`src/rtl/branch_target_predictor.sv`:
```
// Direct-mapped branch target buffer with a 2-bit saturating direction counter per entry.
// Lookup is combinational from pc; training comes from E-stage branch resolution.
module branch_target_predictor #(
  parameter int PC_W  = 13,
  parameter int IDX_W = 6,
  parameter int CNT_W = 32
) (
  input  logic             CLK,
  input  logic             NRST,
  input  logic [PC_W-1:0]  pc,
  output logic [PC_W-1:0]  prepc,
  output logic             hit_predict,
  output logic [1:0]       state,
  input  logic             upd_valid,
  input  logic [PC_W-1:0]  upd_pc,
  input  logic             upd_taken,
  input  logic [PC_W-1:0]  upd_target,
  input  logic             upd_mispredict,
  output logic [CNT_W-1:0] cnt_branch,
  output logic [CNT_W-1:0] cnt_miss
);

  localparam int ENTRIES = 1 << IDX_W;
  localparam int TAG_W   = PC_W - IDX_W;

  logic [ENTRIES-1:0] r_valid;
  logic [TAG_W-1:0]   r_tag    [ENTRIES];
  logic [PC_W-1:0]    r_target [ENTRIES];
  logic [1:0]         r_ctr    [ENTRIES];
  logic [CNT_W-1:0]   r_cnt_branch;
  logic [CNT_W-1:0]   r_cnt_miss;

  logic [IDX_W-1:0] w_idx;
  logic [TAG_W-1:0] w_tag;
  logic             w_hit;
  logic [IDX_W-1:0] w_u_idx;
  logic [TAG_W-1:0] w_u_tag;
  logic             w_u_hit;
  logic [1:0]       w_u_ctr;
  logic [1:0]       w_ctr_next;
  logic             w_wr_en;

  // Fetch-side lookup: zero latency, reflects contents before any same-cycle write.
  assign w_idx       = pc[IDX_W-1:0];
  assign w_tag       = pc[PC_W-1:IDX_W];
  assign w_hit       = r_valid[w_idx] && (r_tag[w_idx] == w_tag);
  assign hit_predict = w_hit;
  assign state       = w_hit ? r_ctr[w_idx] : 2'b00;
  assign prepc       = w_hit ? r_target[w_idx] : (pc + PC_W'(1));

  assign w_u_idx = upd_pc[IDX_W-1:0];
  assign w_u_tag = upd_pc[PC_W-1:IDX_W];
  assign w_u_hit = r_valid[w_u_idx] && (r_tag[w_u_idx] == w_u_tag);
  assign w_u_ctr = r_ctr[w_u_idx];

  always_comb begin
    w_ctr_next = 2'b10;
    if (w_u_hit) begin
      if (upd_taken) w_ctr_next = (w_u_ctr == 2'b11) ? 2'b11 : w_u_ctr + 2'b01;
      else           w_ctr_next = (w_u_ctr == 2'b00) ? 2'b00 : w_u_ctr - 2'b01;
    end
  end

  // A not-taken miss leaves storage untouched so cold not-taken branches never evict.
  assign w_wr_en = NRST && upd_valid && (w_u_hit || upd_taken);

  always_ff @(posedge CLK) begin
    if (!NRST) begin
      r_valid <= '0;
    end else if (w_wr_en) begin
      r_valid[w_u_idx] <= 1'b1;
    end
  end

  always_ff @(posedge CLK) begin
    if (w_wr_en) begin
      r_tag[w_u_idx] <= w_u_tag;
      r_ctr[w_u_idx] <= w_ctr_next;
      if (upd_taken) r_target[w_u_idx] <= upd_target;
    end
  end

  always_ff @(posedge CLK) begin
    if (!NRST) begin
      r_cnt_branch <= '0;
      r_cnt_miss   <= '0;
    end else if (upd_valid) begin
      r_cnt_branch <= r_cnt_branch + CNT_W'(1);
      r_cnt_miss   <= r_cnt_miss + CNT_W'(upd_mispredict);
    end
  end

  assign cnt_branch = r_cnt_branch;
  assign cnt_miss   = r_cnt_miss;

endmodule

```
`config.mk`:
```
export PLATFORM = sky130hd
export DESIGN_NAME = branch_target_predictor
export DESIGN_NICKNAME = d
export VERILOG_FILES = /design/src/rtl/branch_target_predictor.sv
export SDC_FILE = /design/constraint.sdc
export NUM_CORES = 2
export LEC_CHECK = 0
export CAP_MARGIN = 20
export CORE_ASPECT_RATIO = 0.75
export CORE_UTILIZATION = 45
export CTS_CLUSTER_DIAMETER = 80
export CTS_CLUSTER_SIZE = 20
export DETAILED_ROUTE_END_ITERATION = 6
export MAX_ROUTING_LAYER = met4
export PLACE_DENSITY_LB_ADDON = 0.12
export SETUP_SLACK_MARGIN = 0.4
export SLEW_MARGIN = 5
export SYNTH_ARGS = -nofsm -noshare
export SYNTH_HDL_FRONTEND = slang
export SYNTH_SLANG_ARGS = --single-unit
export TNS_END_PERCENT = 50
```
`constraint.sdc`:
```
create_clock -name CLK -period 6.3 [get_ports CLK]
set_input_delay 1.26 -clock CLK [delete_from_list [all_inputs] [get_ports CLK]]
set_output_delay 1.26 -clock CLK [all_outputs]
set_load 0.05 [all_outputs]
```
## After elaboration in Yosys (flattened, before gate mapping)

Memories as Yosys holds them, arrays and structs flattened.
Cells that the tools add are included.
Widths: inputs -> output; s select.

- Register bits after elaboration: 128
- Memory bits (writable): 1408
- Bits of input ports: 44
- Output and inout port bits: 80
- Logic and storage cells: 42
- Memories kept: 3

Memory list:

| name | depth | width | read ports | clocked after Yosys merged registers in | write ports | line | RTL |
|---|---|---|---|---|---|---|---|
| r_target | 64 | 13 | 1 | 0 | 1 | 28 | `logic [PC_W-1:0] r_target [ENTRIES];` |
| r_tag | 64 | 7 | 2 | 0 | 1 | 27 | `logic [TAG_W-1:0] r_tag [ENTRIES];` |
| r_ctr | 64 | 2 | 2 | 0 | 1 | 29 | `logic [1:0] r_ctr [ENTRIES];` |

- Add/subtract/negate cells: 5
- $lt $le $gt $ge: 3
- Equal/unequal tests: 3
- Mux-type cells: 17
- Bitwise gates (word level): 1
- Reductions and logical operators: 7

Operators by type and width:

| cell | count |
|---|---|
| $or 64x64->64 | 1 |
| $add 32x1->32 | 1 |
| $add 32x1->32 const B | 1 |
| $eq 7x7->1 | 2 |
| $lt 6x7->1 const B | 2 |
| $add 13x1->13 const B | 1 |
| $mux 13 | 1 |
| $bmux 1 s6 | 2 |
| $mux 2 | 5 |
| $mux 1 | 8 |
| $demux 1 s6 | 1 |
| $ge 6x1->1 const B | 1 |
| $logic_and 1x1->1 | 5 |
| $add 2x1->2 const B | 1 |
| $eq 2x2->1 const B | 1 |
| $logic_not 2->1 | 1 |
| $sub 2x1->2 const B | 1 |
| $logic_or 1x1->1 | 1 |

## Longest topological paths before layout

- Depth in word-level cells: 7
- Depth in mapped cells: 15
- Mapped depth without buffers: 9

## Worst setup path before layout

No wires, ideal clock.

- Path kind: input-to-output
- Start: input port pc[0]
- End: output port prepc[0]
- Data arrival time: 4.694 ns
- Data required time: 5.040 ns
- Path slack: 0.346 ns
- Stages on the path: 10
- Path buffers: 2
- Cell sequence: buf_4 buf_2 mux4_2 mux4_2 a22o_1 a221oi_1 a211oi_1 nand4_1 clkinv_1 mux2i_1

- Cells in the longest elaborated chain, start to end: 4
- Elaborated cells on any way between the ends: 8
- Those cells by class: add/sub: 1; eq/ne: 1; mux: 3; reduce/logical: 1; memory: 2

Ends and longest elaborated chain:

| item | line | RTL |
|---|---|---|
| start: declaration | 10 | `input logic [PC_W-1:0] pc,` |
| $mem_v2 64x7 / $bmux 1 s6 (equally long branches) | - |  |
| $eq 7x7->1 / $mux 1 (equally long branches) | 46 | `assign w_hit = r_valid[w_idx] && (r_tag[w_idx] == w_tag);` |
| $logic_and 1x1->1 * | 46 |  |
| via hit_predict | 12 | `output logic hit_predict,` |
| $mux 13 * | 49 | `assign prepc = w_hit ? r_target[w_idx] : (pc + PC_W'(1));` |
| end: declaration | 11 | `output logic [PC_W-1:0] prepc,` |

Mark *: on every way through the listed nets, which the timed path passes. The rest lies on a longest branch. The select of a mux whose other input is x is not followed.

## Worst setup path after layout

- Start: input port pc[1]
- End: output port prepc[1]

- Cells in the longest elaborated chain, start to end: 4
- Elaborated cells on any way between the ends: 8
- Those cells by class: add/sub: 1; eq/ne: 1; mux: 3; reduce/logical: 1; memory: 2

Ends and longest elaborated chain:

| item | line |
|---|---|
| $mem_v2 64x7 / $bmux 1 s6 (equally long branches) | - |
| $eq 7x7->1 / $mux 1 (equally long branches) | 46 |
| $logic_and 1x1->1 | 46 |
| $mux 13 * | 49 |

Every way passes the cells marked *; elsewhere a longest branch is shown, timed or not. The select of a mux whose other input is x is not followed.

==> flow_summary.json <==
{
  "drive_gt1_share_pct": 26.8,
  "worstSetupPathType": "in2out",
  "first_global_vias": 37684,
  "final_area_sq_mm": 0.0749,
  "syn_inst": 3599,
  "synth_top_family_by_area": "multiplexers",
  "cellPowerDensity_mw_per_mm2": 251,
  "grt_max_degree": 84,
  "min-delay-start": "r_valid[35]",
  "setup_viol": 0,
  "power_mw": 18.8,
  "cts_sinks": 1536,
  "wl_mm": 212,
  "async_flop_share_pct": 0,
  "skew_ns": 0.0479,
  "leakage_nw": 24.8,
  "io_buffer_count": 123,
  "synth_area_per_cell_sq_um": 18.5,
  "avgRoutedWirePerCell_um": 35.9,
  "detail-route-antenna-nets": 0,
  "die_h_um": 335,
  "clock_power_share_pct": 32.4,
  "pwr-share-seq_pct": 59.2,
  "num_rows": 121,
  "yosys.area_share.xor_xnor_pct": 0.896,
  "drc": 0,
  "yosysTopAreaCell": "edfxtp_1",
  "syn-cell-area_sq_mm": 0.0665,
  "ff2ff_path_depth": 12,
  "combPwrFrac_pct": 8.5,
  "regArea_sq_mm": 0.0448,
  "synth_most_common_cell": "edfxtp_1",
  "start_util_pct": 45.6,
  "antenna_found_initial": 15,
  "crit_start": "pc[1]",
  "cts_tree": "yes",
  "dp_slack_ns": -0.265,
  "cts_buffers": 88,
  "place_area_sq_mm": 0.0715,
  "synth_edf_count": 1408,
  "n_fill_cell": 11560,
  "multiInputGateArea_sq_mm": 0.0201,
  "firstDrtPassIters": 6,
  "worstPathArrival_ns": 4.80,
  "synth_top_area_share_pct": 63.6,
  "yosys.area_share.simple_pct": 4.53,
  "drv_slew": 0,
  "ir_drop_mv": 0.240,
  "synthDistinctLibCells": 88,
  "synthAdderAreaFrac_pct": 0.0922,
  "drt-initial-drc-count": 6084,
  "ys_dominant_reg_cell": "edfxtp_1",
  "rsz0062_at_grt": "true",
  "io_pins": 124,
  "worstPathMaxFanout": 7,
  "timing.final.crit_share_pct": 96.1,
  "p_sw_share_pct": 23.3,
  "grt_usage_pct": 29.3,
  "relSlewSlack_pct": 17.0,
  "holdPathStages": 2,
  "htreeDepth": 3,
  "intPower_mw": 14.4,
  "synth_compound_area_share_pct": 4.33,
  "tightest_slew_ns": 1.24,
  "finalHoldViolations": 0,
  "stdcell_count": 5911,
  "area_delta_synth_final_pct": 12.7,
  "maxCapViolations": 0,
  "grt_pass1_wl_mm": 297,
  "core_area_sq_mm": 0.146,
  "crit_required_ns": 5.04,
  "outcome": "finished, final reports clean",
  "gr-total-overflow": 0,
  "r2r_start": "r_tag[0][3]",
  "synth_seq_area_share_pct": 67.5,
  "clock.fmax_mhz": 165,
  "power.switching_mw": 4.37,
  "cts_root_buffer": "clkbuf_16",
  "synth_common_cells": "1408 x edfxtp_1, 484 x mux4_2, 163 x nand2_1",
  "synthTopCellsByArea": "edfxtp_1 64%, mux4_2 16%, dfxtp_1 3.9%",
  "finalWorstPathRequiredPeriod_ns": 6.06,
  "vias": 38852,
  "syn_nets": 3647,
  "crit_path_end_kind": "output pin",
  "die_x_um": 446,
  "fin_ws_ns": 0.245,
  "min-delay-path-class": "reg2reg",
  "place_inst": 5718,
  "viasPerCell": 6.57,
  "clock_latency_ns": 0.77,
  "hpwl_mm": 139,
  "synthMuxAreaShare_pct": 20.2,
  "yosys_register_bits": 1536,
  "die_area_sq_mm": 0.149,
  "synth_warnings": 0,
  "final_nets": 3922,
  "clockBufferDepth": 3,
  "start_kind": "input pin",
  "clk_pin_slew_worst_paths_ns": 0.09,
  "globalplace.congestion": 0.960
}
==> worst max-delay path, cell delays in order <==
cell      delay, ns
buf_16         0.12
buf_4          0.14
buf_16         0.15
mux4_2         0.51
a221oi_2       0.37
o21ai_2        0.16
o21ai_0        0.16
nor3_1         0.12
nor4b_4        0.37
buf_4          0.17
nand4_1        0.32
buf_6          0.27
clkinv_4       0.06
buf_12         0.10
mux2_2         0.34
buf_6          0.16
==> layer usage <==
| metal | global-route usage, % | wire length, um | vias up |
|---|---|---|---|
| met1 | 42.4 | 89200 | 20731 |
| li1 | - | - | 15378 |
| met3 | 7.80 | 24500 | 356 |
| met4 | 7.50 | 6320 | 0 |
| met2 | 41.3 | 92400 | 2387 |
| met5 | - | 0 | - |
==> final timing paths <==
check,end,slack (ns)
worst min register to register,r_valid[35],0.46
worst max register to register,r_tag[18][2],1.92
worst min-delay path,r_valid[35],0.46
worst max-delay path,prepc[1],0.24
==> layout make-up <==
class	instances	share of cell area, %
sequential	1536	59.9
multi-input combinational	1761	26.8
timing repair buffer	447	6.31
tap	1968	3.29
clock buffer	138	3.22
clock inverter	14	0.252
inverter	40	0.207
antenna	7	0.0234
==> kinds of logic after synthesis <==
logic type / count (synthesis)
flops: 1536
mux: 701
simple gates: 590
compound gates: 397
buf+inv: 302
xor+xnor: 68
fa+ha+maj: 5
==> metrics by stage <==
step / hold WS [ns] / setup TNS [ns] / utilization [%]
after floorplan: 0.428 / 0 / -
after global placement: 0.440 / -1.26 / 49.0
after detailed placement: 0.445 / -2.53 / 49.0
after CTS: 0.459 / 0 / 51.2
after global routing: 0.477 / 0 / 51.4
final: 0.458 / 0 / 51.4
==> timing repair <==
item,4_1_cts,5_1_grt
hold buffers,0,0
pin swaps,4,2
setup buffers,18,0
gates resized for setup,36,7
cloned,5,0
hold endpoints to repair,0,0
endpoints found under the setup margin,16,15
==> layout by cell type, fill, tap and decap left out, types with 75 or more instances in the layout <==
| cell | netlist | layout |
|---|---|---|
| nand2_1 | 163 | 163 |
| mux2i_1 | 150 | 148 |
| nand3_1 | 124 | 124 |
| edfxtp_1 | 1408 | 1408 |
| buf_4 | 25 | 249 |
| clkdlybuf4s50_1 | 0 | 78 |
| a22oi_1 | 77 | 76 |
| nor2_1 | 83 | 75 |
| clkbuf_16 | 0 | 89 |
| dfxtp_1 | 128 | 128 |
| mux4_2 | 484 | 484 |
==> flip-flops by register name, indices dropped and copies added (netlist names) <==
register and flops:
r_target 832, r_tag 448, r_ctr 128, r_valid 64
cnt_branch 32, cnt_miss 32
==> power by group through the flow <==
stage | sequential (mW) | clock, mW | combinational [mW]
after floorplan | 11.4 | 0 | 0.825
after global placement | 11.3 | 0 | 1.47
after detailed placement | 11.4 | 0 | 1.49
after CTS | 11.1 | 6.18 | 1.54
after global routing | 11.1 | 6.48 | 1.64
final | 11.1 | 6.08 | 1.59
Power figures use the tool's default switching activity.
